===== config.mk =====
export PLATFORM = sky130hd
export DESIGN_NAME = nn_run_ctrl
export DESIGN_NICKNAME = d
export VERILOG_FILES = /design/src/rtl/nn_pkg.sv /design/src/rtl/nn_load_counter.sv /design/src/rtl/nn_run_ctrl.sv
export SDC_FILE = /design/constraint.sdc
export NUM_CORES = 1
export LEC_CHECK = 0
export ABC_AREA = 1
export ABC_CLOCK_PERIOD_IN_PS = 2100
export BUFFER_PORTS_ARGS = -buffer_cell sky130_fd_sc_hd__buf_2
export CAP_MARGIN = 40
export CORE_MARGIN = 4
export CORE_UTILIZATION = 40
export DETAILED_ROUTE_END_ITERATION = 8
export SYNTH_ARGS = -nofsm -noshare
export SYNTH_HDL_FRONTEND = slang
export SYNTH_HIERARCHICAL = 1
export SYNTH_SLANG_ARGS = --single-unit
export TNS_END_PERCENT = 20

===== constraint.sdc =====
create_clock -name clk -period 2.1 [get_ports clk]
set_input_delay 0.315 -clock clk [delete_from_list [all_inputs] [get_ports clk]]
set_output_delay 0.315 -clock clk [all_outputs]
set_load 0.01 [all_outputs]

===== src/rtl/nn_pkg.sv =====
// Shared types and default constants for the MNIST run sequencer.
package nn_pkg;

  typedef enum logic [2:0] {
    ST_IDLE    = 3'd0,
    ST_LOAD_W  = 3'd1,
    ST_LOAD_X  = 3'd2,
    ST_COMPUTE = 3'd3,
    ST_DONE    = 3'd4
  } nn_state_e;

  localparam int unsigned W_COUNT_DEF    = 78400;
  localparam int unsigned X_COUNT_DEF    = 784;
  localparam int unsigned TIMEOUT_DEF    = 1 << 20;
  localparam int unsigned W_LOAD_SEL_DEF = 0;
  localparam int unsigned X_LOAD_SEL_DEF = 0;
  localparam int unsigned SEL_IDLE       = 0;

  // Bits needed to hold 0..n-1 (at least one bit).
  function automatic int cnt_bits(input int unsigned n);
    return (n < 2) ? 1 : $clog2(n);
  endfunction

endpackage


===== src/rtl/nn_load_counter.sv =====
// Beat counter for one memory load: counts accepted beats and flags the
// terminal beat so the sequencer can leave the load state on it.
module nn_load_counter
  import nn_pkg::*;
#(
  parameter int          WIDTH = 8,
  parameter int unsigned COUNT = 256
) (
  input  logic             clk_i,
  input  logic             rst_ni,
  input  logic             clear_i,
  input  logic             incr_i,
  output logic [WIDTH-1:0] count_o,
  output logic             last_o
);

  localparam logic [WIDTH-1:0] LAST_VAL = WIDTH'(COUNT - 1);

  logic [WIDTH-1:0] count_q, count_d;

  // Next count: clear has priority over increment.
  always_comb begin
    count_d = count_q;
    if (clear_i) begin
      count_d = '0;
    end else if (incr_i) begin
      count_d = count_q + WIDTH'(1);
    end
  end

  // Count register.
  always_ff @(posedge clk_i or negedge rst_ni) begin
    if (!rst_ni) begin
      count_q <= '0;
    end else begin
      count_q <= count_d;
    end
  end

  assign count_o = count_q;
  assign last_o  = (count_q == LAST_VAL);

endmodule


===== src/rtl/nn_run_ctrl.sv =====
// Run sequencer: streams weights and pixels into mem_sys, then hands the
// memory port to compute_module and waits for finish or timeout.
//
//   state      | meaning
//   IDLE       | waiting for start
//   LOAD_W     | accepting weight bits, one write per beat
//   LOAD_X     | accepting pixel bits, one write per beat
//   COMPUTE    | compute_module owns memory, en_compute high after 1st cycle
//   DONE       | one-cycle done pulse, then back to IDLE
module nn_run_ctrl
  import nn_pkg::*;
#(
  parameter int          W_ADDR_LEN = 20,
  parameter int          X_ADDR_LEN = 10,
  parameter int          W_SEL_LEN  = 2,
  parameter int          X_SEL_LEN  = 2,
  parameter int unsigned W_COUNT    = W_COUNT_DEF,
  parameter int unsigned X_COUNT    = X_COUNT_DEF,
  parameter int unsigned W_LOAD_SEL = W_LOAD_SEL_DEF,
  parameter int unsigned X_LOAD_SEL = X_LOAD_SEL_DEF,
  parameter int unsigned TIMEOUT    = TIMEOUT_DEF
) (
  input  logic                  clk,
  input  logic                  rst_n,
  input  logic                  start,
  input  logic                  skip_w,
  input  logic                  s_valid,
  input  logic                  s_data,
  output logic                  s_ready,
  output logic                  load_compute_ctrl,
  output logic                  w_wq_oc,
  output logic                  x_wq_oc,
  output logic [W_ADDR_LEN-1:0] w_addr_oc,
  output logic [X_ADDR_LEN-1:0] x_addr_oc,
  output logic                  wx_write_oc,
  output logic [W_SEL_LEN-1:0]  w_sel_oc,
  output logic [X_SEL_LEN-1:0]  x_sel_oc,
  output logic                  en_compute,
  input  logic                  compute_finish,
  output logic                  busy,
  output logic                  done,
  output logic                  timeout_err
);

  localparam int             T_W    = cnt_bits(TIMEOUT);
  localparam logic [T_W-1:0] T_LAST = T_W'(TIMEOUT - 1);

  nn_state_e state_q, state_d;

  logic                  s_ready_q, lcc_q, en_q, busy_q, done_q;
  logic                  terr_q, terr_d;
  logic                  w_wq_q, x_wq_q, wdata_q;
  logic [W_ADDR_LEN-1:0] w_addr_q;
  logic [X_ADDR_LEN-1:0] x_addr_q;
  logic [W_SEL_LEN-1:0]  w_sel_q;
  logic [X_SEL_LEN-1:0]  x_sel_q;
  logic [T_W-1:0]        tcnt_q, tcnt_d;

  logic                  beat, w_clr, x_clr, w_inc, x_inc, w_last, x_last;
  logic [W_ADDR_LEN-1:0] w_cnt;
  logic [X_ADDR_LEN-1:0] x_cnt;
  logic                  compute_hold;

  assign beat = s_valid & s_ready_q;

  nn_load_counter #(.WIDTH(W_ADDR_LEN), .COUNT(W_COUNT)) u_w_cnt (
    .clk_i   (clk),
    .rst_ni  (rst_n),
    .clear_i (w_clr),
    .incr_i  (w_inc),
    .count_o (w_cnt),
    .last_o  (w_last)
  );

  nn_load_counter #(.WIDTH(X_ADDR_LEN), .COUNT(X_COUNT)) u_x_cnt (
    .clk_i   (clk),
    .rst_ni  (rst_n),
    .clear_i (x_clr),
    .incr_i  (x_inc),
    .count_o (x_cnt),
    .last_o  (x_last)
  );

  // Next state, counter controls and sticky error.
  // tcnt_q == 0 marks the first COMPUTE cycle, where finish may be stale.
  always_comb begin
    state_d = state_q;
    w_clr   = 1'b0;
    x_clr   = 1'b0;
    w_inc   = 1'b0;
    x_inc   = 1'b0;
    terr_d  = terr_q;
    case (state_q)
      ST_IDLE: begin
        if (start) begin
          w_clr   = 1'b1;
          x_clr   = 1'b1;
          terr_d  = 1'b0;
          state_d = skip_w ? ST_LOAD_X : ST_LOAD_W;
        end
      end
      ST_LOAD_W: begin
        if (beat) begin
          w_inc = 1'b1;
          if (w_last) state_d = ST_LOAD_X;
        end
      end
      ST_LOAD_X: begin
        if (beat) begin
          x_inc = 1'b1;
          if (x_last) state_d = ST_COMPUTE;
        end
      end
      ST_COMPUTE: begin
        if (compute_finish && (tcnt_q != '0)) begin
          state_d = ST_DONE;
        end else if (tcnt_q == T_LAST) begin
          state_d = ST_DONE;
          terr_d  = 1'b1;
        end
      end
      ST_DONE: state_d = ST_IDLE;
      default: state_d = ST_IDLE;
    endcase
  end

  // Timeout counter runs only while computing and restarts on entry.
  assign tcnt_d = (state_q == ST_COMPUTE) ? tcnt_q + T_W'(1) : '0;

  // Compute owns the port from the second COMPUTE cycle, so the final pixel
  // write (presented in the first COMPUTE cycle) still reaches memory.
  assign compute_hold = (state_q == ST_COMPUTE) && (state_d == ST_COMPUTE);

  // State, timeout counter and control outputs.
  always_ff @(posedge clk or negedge rst_n) begin
    if (!rst_n) begin
      state_q   <= ST_IDLE;
      tcnt_q    <= '0;
      terr_q    <= 1'b0;
      s_ready_q <= 1'b0;
      lcc_q     <= 1'b1;
      en_q      <= 1'b0;
      busy_q    <= 1'b0;
      done_q    <= 1'b0;
    end else begin
      state_q   <= state_d;
      tcnt_q    <= tcnt_d;
      terr_q    <= terr_d;
      s_ready_q <= (state_d == ST_LOAD_W) || (state_d == ST_LOAD_X);
      lcc_q     <= !compute_hold;
      en_q      <= compute_hold;
      busy_q    <= (state_d != ST_IDLE);
      done_q    <= (state_d == ST_DONE);
    end
  end

  // Memory write port: one-cycle write per accepted beat; addresses hold.
  always_ff @(posedge clk or negedge rst_n) begin
    if (!rst_n) begin
      w_wq_q   <= 1'b0;
      x_wq_q   <= 1'b0;
      wdata_q  <= 1'b0;
      w_addr_q <= '0;
      x_addr_q <= '0;
      w_sel_q  <= '0;
      x_sel_q  <= '0;
    end else begin
      w_wq_q  <= 1'b0;
      x_wq_q  <= 1'b0;
      wdata_q <= 1'b0;
      w_sel_q <= W_SEL_LEN'(SEL_IDLE);
      x_sel_q <= X_SEL_LEN'(SEL_IDLE);
      if (beat && (state_q == ST_LOAD_W)) begin
        w_wq_q   <= 1'b1;
        w_addr_q <= w_cnt;
        wdata_q  <= s_data;
        w_sel_q  <= W_SEL_LEN'(W_LOAD_SEL);
      end else if (beat && (state_q == ST_LOAD_X)) begin
        x_wq_q   <= 1'b1;
        x_addr_q <= x_cnt;
        wdata_q  <= s_data;
        x_sel_q  <= X_SEL_LEN'(X_LOAD_SEL);
      end
    end
  end

  assign s_ready           = s_ready_q;
  assign load_compute_ctrl = lcc_q;
  assign en_compute        = en_q;
  assign busy              = busy_q;
  assign done              = done_q;
  assign timeout_err       = terr_q;
  assign w_wq_oc           = w_wq_q;
  assign x_wq_oc           = x_wq_q;
  assign w_addr_oc         = w_addr_q;
  assign x_addr_oc         = x_addr_q;
  assign wx_write_oc       = wdata_q;
  assign w_sel_oc          = w_sel_q;
  assign x_sel_oc          = x_sel_q;

endmodule

==> results.ini, run 1 <==
[setup_path]
endpoint=busy
cp_max_fo=4
crit_type=reg2reg
worstSetupStartpoint=u_w_cnt/count_o[1]
end_kind=flip-flop
reg2reg_from=u_w_cnt/count_o[1]
reg2regPathDepth=10
arrival_ns=2.04
r2r-end=busy
r2r_slack_ns=0.27
cp-start-kind=flip-flop
worstPathRequired_ns=2.32

[drt]
drc_errors=0
drtIter0Drc=226
wirelength_um=9820
dr_total_vias=3741
dr.pass1.iters=4
wire_per_inst_um=12.6
ant_nets=0
routed_via_density=4.78

[cells_and_area]
multi_input_area_um2=2010
regArea_um2=2300
utilization=0.480
nFillCells=1113
fin_cells=782
antenna_cells=0
area.growth.synth_to_final_pct=15.2
drive_gt1_frac=0.170
nNetsFinal=649
stdcell_area_um2=5310

[global_routing]
grt_usage=0.164
overflow=0
antenna_found_initial=0
grt_max_degree=55
grt_pass1_vias=3746
grt_pass1_wl_um=17400

[yosys]
ys_top_cells_by_area=dfrtp_1, nand2_1, nor2_1
synthDistinctLibCells=37
syn_area_per_cell_um2=7.94
synth_area_um2=4610
ys_ff_latch=92
synth_edf_count=0
yosysSeqAreaShare=0.499
synthFlopType=dfrtp_1
synth_most_common_cell=nand2_1
synthCells=581
ys.warnings.count=6
async_flop_share=1.00
synthTopCellsByCount=nand2_1, dfrtp_1, nor2_1, inv_1
synth_top_area_cell=dfrtp_1
synth_top_area_share=0.494

[flow_run]
max_cap_viol_count=0

[floorplan]
fp.dieW_um=115
die_y_um=115
core.rowCount=38
initial_core_util=0.416
ios=50
dieArea_um2=13300
core_um2=11100

[worst_hold_path]
worstHoldPathType=in2reg
hold_path_depth=2
hp-start=s_data

[placed_design]
pre_cts_ws_ns=0.149
hpwlAfterDp_um=7050
port_buffers=45
routabilityCongestion=0.847
place_area_um2=5040
dp.cells=766

[timing]
period_needed_ns=1.83
finalCritPeriodShare=0.871
finClkSkew_ns=0.00522
clock.fmax_mhz=547
hold_viol_final=0
fin_setup_tns_ns=0
setup_viol=0
drv_slew=0
setup_ws_ns=0.272
rsz0062_at_grt=no

[power]
p_sw_frac=0.324
peakVddDrop_mv=0.411
p_int_mw=3.20
p_seq_frac=0.451
power_leakage_nw=2.78
power_frac_comb=0.245
power.switching_mw=1.54
p_clk_frac=0.304
p_per_area_nw_per_um2=892

[clock_tree]
root_buffer=clkbuf_16
cts.htree.levels=3
cts_buffer_depth=2
clk_pin_slew_ns=0.06
cts_sinks=92
cts_tree=built
post_cts_buffers=0
insertion_delay_ns=0.34
cts_made_buffers=9

[run_status]
status=completed

[layout by cell type (no fill, tap or decap), types with 3 or more instances in the layout]
cell and n:
nor3_1 7, nor2_2 9, dfrtp_1 91, clkinv_2 3, nor2_4 9, nand2_2 3
clkbuf_1 3, buf_4 10, nand3_2 5, ha_1 4, nand4_1 10, o21ai_0 19
nand2_4 3, a21oi_1 30, inv_1 59, nand3_1 31, clkbuf_16 9, conb_1 4
nor2_1 75, buf_2 44, nand2_1 185
[worst min-delay path by stage]
stage | to | slack [ns]
4_1_cts | wx_write_oc | 0.21
6_report | wx_write_oc | 0.21
5_1_grt | wx_write_oc | 0.22
2_1_floorplan | busy | 0.02
3_3_place_gp | w_addr_oc[5] | 0.13
3_5_place_dp | w_addr_oc[5] | 0.14
[power groups by stage]
| stage | combinational (mW) | clock (mW) | sequential [mW] |
|---|---|---|---|
| 3_3_place_gp | 1.16 | 0 | 2.16 |
| 2_1_floorplan | 0.655 | 0 | 2.24 |
| 4_1_cts | 1.18 | 1.48 | 2.14 |
| 5_1_grt | 1.33 | 1.55 | 2.16 |
| 6_report | 1.16 | 1.44 | 2.14 |
| 3_5_place_dp | 1.17 | 0 | 2.17 |
[layer usage]
layer / track usage / wire length [um]
met1: 0.221 / 4770
met3: 0.0305 / 366
met2: 0.262 / 4510
met4: 0.0665 / 182
met5: 0 / 0
[cell type report]
type | instances | share of cell area
well taps | 140 | 0.0330
repair buffers | 56 | 0.0612
clock inverters | 3 | 0.00283
multi-input cells | 416 | 0.378
inverters | 63 | 0.0471
flip-flops and latches | 92 | 0.434
clock buffers | 12 | 0.0445
[metrics by stage]
step	hold WS [ns]	total power, mW
finish	0.215	4.74
global route	0.218	5.05
CTS	0.209	4.80
detailed placement	0.137	3.34
floorplan	0.0194	2.89
global placement	0.134	3.32
[state kept, by name, summed over array words and instances, names as in the netlist]
| register | flops |
|---|---|
| w_wq_oc | 1 |
| x_addr_oc | 10 |
| timeout_err | 1 |
| u_x_cnt/count_o | 10 |
| busy | 1 |
| state_q | 3 |
| en_compute | 1 |
| wx_write_oc | 1 |
| tcnt_q | 20 |
| done | 1 |
| s_ready | 1 |
| u_w_cnt/count_o | 20 |
| load_compute_ctrl | 1 |
| x_wq_oc | 1 |
| w_addr_oc | 20 |
[worst max-delay path: stages (launching register included)]
cell,delay [ns]
dfrtp_1,0.39
ha_1,0.18
nand2_1,0.13
nor2_4,0.13
nand2_1,0.08
nor3_2,0.28
nand2_1,0.08
nand2_1,0.07
nand2_1,0.08
a21oi_2,0.16
nand4_1,0.11
[cell families after synthesis]
family / after synthesis / synth area share
simple gates: 348 / 0.349
flops: 92 / 0.499
buf+inv: 76 / 0.0700
compound gates: 57 / 0.0640
fa+ha+maj: 4 / 0.0108
xor+xnor: 3 / 0.00570
other cells: 1 / 0.000813
[timing repair]
| action | in CTS | in global routing |
|---|---|---|
| hold buffers | 1 | 0 |
| endpoints found under the hold margin | 4 | 0 |
| setup endpoints to repair | 0 | 3 |
| gates resized for setup | 0 | 2 |
Power figures use the tool's default switching activity.
==> inputs of run 2 (changes only) <==
RECOVER_POWER = 50   (was not set)
==> results.ini, run 2 (synthesized netlist as in run 1, its figures left out) <==
[timing]
period_needed_ns=1.82
tightest_slew_ns=0.860
slew_headroom=0.427
clock.fmax_mhz=551
finClkSkew_ns=0.00510
fin_setup_tns_ns=0
rsz0062_at_grt=no
drv_slew=0
setup_viol=0
hold_viol_final=0
setup_ws_ns=0.284
finalCritPeriodShare=0.865

[setup_path]
worstSetupStartpoint=u_w_cnt/count_o[1]
worstPathRequired_ns=2.32
arrival_ns=2.03
cpPeakStageDelay_ns=0.39
cp_common_cell=nand2_1
end_kind=flip-flop
crit_type=reg2reg
cpMaxStageDelayCell=dfrtp_1
cp-start-kind=flip-flop
path_buf_inv=0
critical-path-top-delay-family=simple AND/OR/NAND/NOR gates
reg2reg_from=u_w_cnt/count_o[1]
cp_max_fo=4
crit_chain=ha_1 > nand2_1 > nor2_4 > nand2_1 > nor3_2 > nand2_1 > nand2_1 > nand2_1 > a21oi_2 > nand4_1

[worst_hold_path]
worstHoldPathType=in2reg
hp-start=s_data

[global_routing]
grt_pass1_wl_um=17400
grt_pass1_vias=3746
grt_usage=0.164
grt_max_degree=55
overflow=0
antenna_found_initial=0

[cells_and_area]
regArea_um2=2300
antenna_cells=0
nNetsFinal=649
final_common_cell=nand2_1
drive_gt1_frac=0.140
multi_input_area_um2=2010
area.growth.synth_to_final_pct=14.3
nFillCells=1124
final_cell_mix=nand2_1, dfrtp_1, nor2_1

[clock_tree]
root_buffer=clkbuf_16
cts_sinks=92
post_cts_buffers=0
clk_pin_slew_ns=0.06
cts.htree.levels=3
cts_tree=built
insertion_delay_ns=0.34
cts_buffer_depth=2
cts_made_buffers=9

[flow_run]
max_cap_viol_count=0

[drt]
dr.pass1.iters=4
wire_per_inst_um=12.5
wirelength_um=9810
routed_via_density=4.75
drtIter0Drc=207
dr_total_vias=3718
ant_nets=0
drc_errors=0

[floorplan]
core_um2=11100
ios=50
dieArea_um2=13300
die_y_um=115
core.rowCount=38
initial_core_util=0.416
fp.dieW_um=115

[power]
p_per_area_nw_per_um2=894
power_leakage_nw=2.70
peakVddDrop_mv=0.397

[placed_design]
pre_cts_ws_ns=0.149
port_buffers=45
hpwlAfterDp_um=7050
routabilityCongestion=0.847

[run_status]
status=completed

## run 2: cell count changes in the layout (fill, tap and decap cells not counted), sizes merged
| cell | change |
|---|---|
| clkbuf | +21 |
| buf | -21 |
## run 2: path summary, 6_finish.rpt
check                                     end  slack (ns)  depth (start not counted)
setup / recovery                         busy        0.28                         10
hold / removal                    wx_write_oc        0.22                          2
setup reg to reg                         busy        0.28                         10
hold reg to reg                  x_addr_oc[2]        0.47                          2
max in group asynchronous  u_x_cnt/count_o[5]        0.59                          3
min in group asynchronous        w_addr_oc[2]        0.37                          2
## run 2: per-layer routing
metal | part of all wire | wire length [um] | global-route usage | vias to the layer above
met4 | 0.019 | 182 | 0.0665 | 0
met1 | 0.49 | 4770 | 0.221 | 1719
met5 | 0 | 0 | 0 | -
li1 | - | - | - | 1932
met2 | 0.46 | 4510 | 0.262 | 54
met3 | 0.035 | 348 | 0.0305 | 13
## run 2: worst register-to-register path, cell delays in order, from the launching register on
cell and delay [ns]:
dfrtp_1 0.39, ha_1 0.18, nand2_1 0.13, nor2_4 0.13
nand2_1 0.08, nor3_2 0.27, nand2_1 0.08, nand2_1 0.07
nand2_1 0.08, a21oi_2 0.17, nand4_1 0.12
## run 2: power breakdown
part	internal [mW]	total, mW	switching (mW)
sequential	2.00	2.14	0.136
combinational	0.384	1.13	0.751
clock	0.791	1.44	0.650
total	3.18	4.71	1.54
## run 2: what timing repair did
action,CTS,global route
resized for setup,0,2
endpoints found under the hold margin,4,0
hold buffers,1,0
setup endpoints to repair,0,3
## run 2: per-stage QoR
step	util	hold WS, ns	power, mW	instances	instance area [um2]
2_1_floorplan	-	0.0194	2.89	584	4620
3_3_place_gp	0.455	0.134	3.32	766	5040
3_5_place_dp	0.455	0.137	3.34	766	5040
4_1_cts	0.479	0.209	4.80	782	5300
5_1_grt	0.476	0.218	5.02	782	5270
6_report	0.476	0.216	4.71	782	5270
## run 2: layout make-up
cell class | instances | area share
Multi-Input combinational cell | 416 | 0.381
Clock buffer | 12 | 0.0449
Timing Repair Buffer | 56 | 0.0539
Clock inverter | 3 | 0.00285
Tap cell | 140 | 0.0332
Sequential cell | 92 | 0.437
Inverter | 63 | 0.0475
==> inputs of run 3 (changes only) <==
CORE_UTILIZATION = 25   (was 40)
==> results.ini, run 3 (synthesized netlist as in run 1, its figures left out) <==
[setup_path]
cp_max_fo=5
reg2regPathDepth=10
cpPeakStageDelay_ns=0.42
crit_type=reg2reg
r2r-end=busy
cp-start-kind=flip-flop
arrival_ns=2.09
crit_chain=ha_1 > nand2_1 > nor2_4 > nand2_1 > nor3_2 > nand2_1 > nand2_1 > nand2_1 > a21oi_1 > nand4_1
reg2reg_from=u_w_cnt/count_o[0]
r2r_slack_ns=0.23
worstPathRequired_ns=2.32
cpMaxStageDelayCell=dfrtp_1
cp_common_cell=nand2_1
end_kind=flip-flop

[cells_and_area]
final_common_cell=nand2_1
antenna_cells=0
nNetsFinal=648
final_cell_mix=nand2_1, dfrtp_1, nor2_1
drive_gt1_frac=0.117
area.growth.synth_to_final_pct=16.7
utilization=0.298
nFillCells=1942

[drt]
dr_total_vias=3694
wire_per_inst_um=11.7
met3_length_um=407
wl_met1_um=5220
top_layer_used=met4
routed_via_density=4.24
dr.pass1.iters=4
dr_wl_met2_um=4380
drtIter0Drc=181
ant_nets=0
wirelength_um=10200
drc_errors=0

[timing]
period_needed_ns=1.87
finClkSkew_ns=0.00979
drv_slew=0
hold_viol_final=0
setup_viol=0
setup_ws_ns=0.225
slew_headroom=0.294
clock.fmax_mhz=533
finalCritPeriodShare=0.893
tightest_slew_ns=1.06

[floorplan]
initial_core_util=0.255
core_um2=18100
fp.dieW_um=144
core.rowCount=49
dieArea_um2=20700
ios=50
die_y_um=144

[global_routing]
grt_usage=0.104
antenna_found_initial=0
grt_pass1_vias=3526
overflow=0
grt_pass1_wl_um=17200
grt_max_degree=43

[worst_hold_path]
worstHoldPathType=in2reg
holdPathEnd=wx_write_oc
hp-start=s_data
hold_path_depth=2

[run_status]
status=completed

[clock_tree]
clk_pin_slew_ns=0.07
cts_made_buffers=9
insertion_delay_ns=0.35
cts_buffer_depth=2
cts_sinks=92
cts.htree.levels=3
root_buffer=clkbuf_16
cts_tree=built

[flow_run]
max_cap_viol_count=0

[power]
peakVddDrop_mv=0.417
p_total_mw=4.81
power_leakage_nw=2.63
p_per_area_nw_per_um2=893

[placed_design]
port_buffers=45
routabilityCongestion=0.835
pre_cts_ws_ns=0.114
hpwlAfterDp_um=7390

-- run 3: final cells by class --
type / instances / area, um2 / share of cell area
sequential: 92 / 2300 / 0.428
clock buffer: 10 / 239 / 0.0444
clock inverter: 6 / 47.5 / 0.00883
timing repair buffer: 55 / 255 / 0.0474
multi-input combinational: 416 / 2000 / 0.372
tap: 229 / 287 / 0.0532
inverter: 63 / 250 / 0.0465
-- run 3: through the flow --
stage	setup TNS (ns)	hold WS (ns)	area, um2	cells
floorplan	0	0.0194	4620	584
global placement	0	0.249	5150	854
global route	-0.0417	0.222	5390	871
detailed placement	0	0.247	5150	854
finish	0	0.227	5390	871
CTS	0	0.220	5440	871
-- run 3: routing by layer --
metal,vias to the layer above,track usage
met5,-,0
met4,0,0.0387
met3,10,0.0270
met2,63,0.151
met1,1685,0.148
li1,1936,-
-- run 3: where the power goes --
group	internal [mW]	leakage (nW)	total, mW	switching (mW)
Clock	0.845	0.139	1.55	0.707
Combinational	0.359	1.23	1.11	0.750
Sequential	2.00	1.26	2.15	0.151
Total	3.20	2.63	4.81	1.61
-- run 3: worst max path at each step --
| stage | startpoint | endpoint | slack [ns] | cells after the start |
|---|---|---|---|---|
| floorplan | state_q[0] | u_w_cnt/count_o[16] | 0.20 | 7 |
| global placement | u_w_cnt/count_o[0] | busy | 0.20 | 10 |
| detailed placement | u_w_cnt/count_o[0] | busy | 0.11 | 10 |
| CTS | u_w_cnt/count_o[0] | busy | 0.11 | 10 |
| global route | u_w_cnt/count_o[0] | s_ready | -0.03 | 11 |
| finish | u_w_cnt/count_o[0] | busy | 0.23 | 10 |
-- run 3: repair_timing --
| action | in CTS | in global routing |
|---|---|---|
| endpoints found under the setup margin | 0 | 3 |
| hold endpoints to repair | 22 | 0 |
| gates resized for setup | 0 | 1 |
| buffers inserted | 0 | 0 |
| hold buffers | 1 | 0 |
-- run 3: worst max-delay path, delay by kind of cell (launching register included) --
kind            cells  cell delay [ns]
compound gates      1             0.22
flops               1             0.42
fa+ha+maj           1             0.19
simple gates        8             0.93
